### src/rtl/vga_pkg.sv
// Shared VGA raster constants and the coordinate type used by sprite/bullet stages.
package vga_pkg;

  localparam int unsigned COORD_W = 10;
  typedef logic [COORD_W-1:0] coord_t;

  localparam int unsigned H_VISIBLE = 640;
  localparam int unsigned H_FRONT   = 16;
  localparam int unsigned H_SYNC    = 96;
  localparam int unsigned H_BACK    = 48;
  localparam int unsigned H_TOTAL   = H_VISIBLE + H_FRONT + H_SYNC + H_BACK;

  localparam int unsigned V_VISIBLE = 480;
  localparam int unsigned V_FRONT   = 10;
  localparam int unsigned V_SYNC    = 2;
  localparam int unsigned V_BACK    = 33;
  localparam int unsigned V_TOTAL   = V_VISIBLE + V_FRONT + V_SYNC + V_BACK;

endpackage

### src/rtl/vga_axis_counter.sv
// One raster axis: wrapping counter plus registered sync/visible flags derived
// from the next count so they stay aligned with the count register.
module vga_axis_counter
  import vga_pkg::*;
#(
  parameter int unsigned TOTAL      = H_TOTAL,
  parameter int unsigned SYNC_START = H_VISIBLE + H_FRONT,
  parameter int unsigned SYNC_WIDTH = H_SYNC,
  parameter int unsigned VISIBLE    = H_VISIBLE
) (
  input  logic   clk,
  input  logic   reset,
  input  logic   advance,
  output coord_t count,
  output logic   sync_n,
  output logic   visible,
  output logic   wrap_c,
  output coord_t next_count_c
);

  localparam coord_t LAST    = COORD_W'(TOTAL - 1);
  localparam coord_t SYNC_LO = COORD_W'(SYNC_START);
  localparam coord_t SYNC_HI = COORD_W'(SYNC_START + SYNC_WIDTH);
  localparam coord_t VIS_LIM = COORD_W'(VISIBLE);

  function automatic logic in_sync(input coord_t c);
    return (c >= SYNC_LO) && (c < SYNC_HI);
  endfunction

  always_comb begin
    wrap_c       = (count == LAST);
    next_count_c = count;
    if (advance) begin
      next_count_c = wrap_c ? '0 : count + COORD_W'(1);
    end
  end

  // Flags are computed from the value the counter is about to take.
  always_ff @(posedge clk or posedge reset) begin
    if (reset) begin
      count   <= '0;
      sync_n  <= ~in_sync('0);
      visible <= (VIS_LIM != '0);
    end else begin
      count   <= next_count_c;
      sync_n  <= ~in_sync(next_count_c);
      visible <= (next_count_c < VIS_LIM);
    end
  end

endmodule

### src/rtl/vga_timing_gen.sv
// 640x480@60 VGA raster timing: pixel coordinates, syncs, blank and frame/line pulses,
// all cycle-aligned with the coordinate registers.
module vga_timing_gen #(
  parameter int unsigned H_VISIBLE = vga_pkg::H_VISIBLE,
  parameter int unsigned H_FRONT   = vga_pkg::H_FRONT,
  parameter int unsigned H_SYNC    = vga_pkg::H_SYNC,
  parameter int unsigned H_BACK    = vga_pkg::H_BACK,
  parameter int unsigned V_VISIBLE = vga_pkg::V_VISIBLE,
  parameter int unsigned V_FRONT   = vga_pkg::V_FRONT,
  parameter int unsigned V_SYNC    = vga_pkg::V_SYNC,
  parameter int unsigned V_BACK    = vga_pkg::V_BACK
) (
  input  logic            vga_clk,
  input  logic            reset,
  output logic            hs,
  output logic            vs,
  output logic            blank,
  output vga_pkg::coord_t DrawX,
  output vga_pkg::coord_t DrawY,
  output logic            frame_start,
  output logic            line_end
);

  localparam int unsigned W       = vga_pkg::COORD_W;
  localparam int unsigned H_TOTAL = H_VISIBLE + H_FRONT + H_SYNC + H_BACK;
  localparam int unsigned V_TOTAL = V_VISIBLE + V_FRONT + V_SYNC + V_BACK;
  localparam vga_pkg::coord_t H_LAST = W'(H_TOTAL - 1);

  vga_pkg::coord_t h_next;
  vga_pkg::coord_t v_next;
  logic            h_wrap;
  logic            v_wrap_unused;
  logic            h_vis;
  logic            v_vis;

  vga_axis_counter #(
    .TOTAL     (H_TOTAL),
    .SYNC_START(H_VISIBLE + H_FRONT),
    .SYNC_WIDTH(H_SYNC),
    .VISIBLE   (H_VISIBLE)
  ) u_h (
    .clk         (vga_clk),
    .reset       (reset),
    .advance     (1'b1),
    .count       (DrawX),
    .sync_n      (hs),
    .visible     (h_vis),
    .wrap_c      (h_wrap),
    .next_count_c(h_next)
  );

  // Vertical axis steps once per line, on the horizontal wrap.
  vga_axis_counter #(
    .TOTAL     (V_TOTAL),
    .SYNC_START(V_VISIBLE + V_FRONT),
    .SYNC_WIDTH(V_SYNC),
    .VISIBLE   (V_VISIBLE)
  ) u_v (
    .clk         (vga_clk),
    .reset       (reset),
    .advance     (h_wrap),
    .count       (DrawY),
    .sync_n      (vs),
    .visible     (v_vis),
    .wrap_c      (v_wrap_unused),
    .next_count_c(v_next)
  );

  assign blank = h_vis & v_vis;

  always_ff @(posedge vga_clk or posedge reset) begin
    if (reset) begin
      frame_start <= 1'b1;
      line_end    <= 1'b0;
    end else begin
      frame_start <= (h_next == '0) && (v_next == '0);
      line_end    <= (h_next == H_LAST);
    end
  end

endmodule

### config.mk
export PLATFORM = sky130hd
export DESIGN_NAME = vga_timing_gen
export DESIGN_NICKNAME = d
export VERILOG_FILES = /design/src/rtl/vga_pkg.sv /design/src/rtl/vga_axis_counter.sv /design/src/rtl/vga_timing_gen.sv
export SDC_FILE = /design/constraint.sdc
export NUM_CORES = 1
export LEC_CHECK = 0
export BUFFER_PORTS_ARGS = -buffer_cell sky130_fd_sc_hd__clkbuf_2
export CAP_MARGIN = 20
export CORE_UTILIZATION = 40
export CTS_BUF_LIST = sky130_fd_sc_hd__clkbuf_8
export DETAILED_ROUTE_END_ITERATION = 8
export PLACE_DENSITY_LB_ADDON = 0.2
export SLEW_MARGIN = 30
export SYNTH_ARGS = -nofsm -noshare
export SYNTH_HDL_FRONTEND = slang
export SYNTH_SLANG_ARGS = --single-unit
### constraint.sdc
create_clock -name vga_clk -period 2.7 [get_ports vga_clk]
set_clock_uncertainty 0.2 [all_clocks]
set_input_delay 0.675 -clock vga_clk [delete_from_list [all_inputs] [get_ports vga_clk]]
set_output_delay 0.675 -clock vga_clk [all_outputs]
set_load 0.01 [all_outputs]
==> flow_summary.toml <==
[route]
dr.first_iter.drc_count = 52
wl_met3_um = 124
post_drt_wl_per_cell_um = 14.3
wl_met1_um = 1440
firstDrtPassIters = 4
num_vias = 1202
ant_nets = 0
top_layer_used = "met4"
via_per_inst = 5.62
routed-wl-met2_um = 1470
wirelength_um = 3060
route.detailed.drc = 0

[power]
p_total_uw = 713
p_leak_nw = 0.765
peakVddDrop_v = 0.000325
power.density_nw_per_um2 = 426

[die]
ios = 27
rows = 21
die_h_um = 61.8
dieArea_sq_um = 3820
die_x_um = 61.8
start_util = 0.422
core_area_sq_um = 3390

[timing]
fmax_ghz = 0.403
post-route-period-util = 0.920
drv_slew = 0
finalSetupViolCount = 0
period_minus_slack_ns = 2.48
whs_ns = 0.227
rsz0062_at_grt = "false"
slew_headroom = 0.658
hold_viol_final = 0
worstMarginPinSlew_ns = 0.511
setup_tns_ns = 0

[synth]
syn_inst = 140
syn-num-nets = 146
synth.largest_area_cell = "dfrtp_1"
synth_area_per_cell_sq_um = 10.2
ys_seq_elements = 26
synthArstFlopShare = 1.00
synth_cell_types = 45
synth_top_family_by_area = "simple AND/OR/NAND/NOR gates"
syn_area_sq_um = 1430
synth_mux_area_frac = 0.0149
yosys.area_share.simple = 0.249
synth-edff-count = 0
synthXorXnorAreaFrac = 0.0673
yosysWarnings = 0
synth-compound-area-share = 0.127
synth_fa_ha_area_frac = 0.0350
ys.flop_type = "dfrtp_1"
ys_top_cells_by_area = "dfrtp_1, dfstp_2, xnor2_1"
yosysSeqAreaShare = 0.459
synth_top_area_frac = 0.367

[clocking]
clk_latency_ns = 0.27
htree_levels = 1
post_cts_buffers = 0
ctsLongestPathBuffers = 2
cts_buffers = 3
cts-root-buf = "clkbuf_8"
hold_buffers = 0
clock_sinks = 26
clk_pin_slew_ns = 0.08
cts_tree = "done"

[worst_setup_path]
path_max_fanout = 9
crit_start = "u_h.count[1]"
worst_setup_path_start_kind = "register"
cp.arrival_ns = 2.50
r2r-end = "frame_start"
r2r_start = "u_h.count[1]"
critPathCapture = "frame_start"
regToRegSetupSlack_ns = 0.22
criticalPathCategory = "reg2reg"
crit_path_end_kind = "register"
required_ns = 2.71
rr_worst_depth = 7

[layout]
diodes = 0
syn_to_final_growth_pct = 16.8
drive_above_1_share = 0.292
final_core_utilization = 0.493
final_nets = 175

[global_route]
grt_pass1_vias = 1015
grt_usage = 0.177
antenna_found_initial = 0
grt_start_max_net_pins = 27
overflow = 0
grt_pass1_wl_um = 4880

[status]
status = "completed"

[worst_hold_path]
hold_path.class = "in2async"

[placement]
hpwlAfterDp_um = 2330
place_congestion = 0.810
io_buffer_count = 26

[job]
max_cap_violations = 0
cells in the mapped netlist, types with 2 or more instances:
master   count
inv_1        5
and3_1       4
a22o_1       2
nor2_1       9
nand3_1      9
nor3_1       4
nand4_1      5
ha_1         4
dfstp_2      5
xnor2_1      6
dfrtp_1     21
buf_6        4
a21oi_1      4
and4_1       5
xor2_1       5
o21ai_0      7
nand2_1     13
worst max-delay path: stages, from the launching register on:
cell and delay [ns]:
dfrtp_1 0.43, ha_1 0.26, and4_2 0.35, and3_2 0.33, o21ai_2 0.08, a22o_1 0.26
nor4_1 0.29, and4_1 0.22
sequential cells by signal, indices dropped and copies added (netlist names):
| name | count |
|---|---|
| u_h.count | 10 |
| u_v.count | 10 |
| frame_start | 1 |
| line_end | 1 |
| u_h.sync_n | 1 |
| u_h.visible | 1 |
| u_v.sync_n | 1 |
| u_v.visible | 1 |
area by class of cell:
| type | instances | area, sq um |
|---|---|---|
| Clock buffer | 3 | 41.3 |
| Timing Repair Buffer | 29 | 153 |
| Fill cell | 334 | 1720 |
| Tap cell | 46 | 57.6 |
| Clock inverter | 1 | 30.0 |
| Sequential cell | 26 | 657 |
| Inverter | 5 | 18.8 |
| Multi-Input combinational cell | 104 | 714 |
power breakdown:
group,leakage (nW),internal (mW),switching [mW]
Sequential,0.331,0.389,0
Clock,0.0357,0.198,0.116
Combinational,0.398,0.00159,0.00735
how the worst min path moves through the flow:
stage | from | endpoint | slack (ns)
floorplan | u_h.count[0] | u_h.count[0] | 0.36
global placement | u_v.count[6] | u_v.count[6] | 0.35
detailed placement | u_v.count[6] | u_v.count[6] | 0.36
CTS | reset | u_h.count[6] | 0.23
global route | reset | u_h.count[6] | 0.26
finish | reset | u_h.count[5] | 0.23
layout by cell type (no fill, tap or decap), drive strengths merged, types with 2 or more instances in the layout:
cell,count
dfrtp,21
ha,4
o21ai,8
a22o,2
nand4,6
nor2,9
xor2,5
nor3,5
and2,2
clkbuf,29
inv,5
a21oi,4
dfstp,5
or3,2
and3,5
nand2,13
xnor2,6
and4,5
buf,3
nand3,9
per-layer routing:
layer	track usage	up-vias
met4	0.0381	0
met5	0	-
met2	0.292	41
li1	-	571
met1	0.240	586
met3	0.0373	4
per-stage QoR:
step / setup slack, ns / std cells / cell area (sq um)
after floorplan: 0.384 / 140 / 1430
after global placement: 0.0911 / 210 / 1590
after detailed placement: -0.0233 / 210 / 1590
after CTS: 0.0633 / 214 / 1660
after global routing: 0.0511 / 214 / 1670
final: 0.216 / 214 / 1670
logic make-up (layout without fill, tap and decap cells):
kind of cell             after synthesis  count (layout)
AND/OR/NAND/NOR                       61              61
AO/OA/AOI/OAI                         26              26
flip-flops                            26              26
XOR/XNOR                              11              11
buffers and inverters                 10              38
adder cells (fa/ha/maj)                4               4
multiplexers                           2               2
timing repair:
action                                  4_1_cts  5_1_grt
pin swaps                                     0        0
endpoints found under the setup margin        1        1
resized for setup                             1        2
No activity file was read; power rests on OpenSTA's default activity.
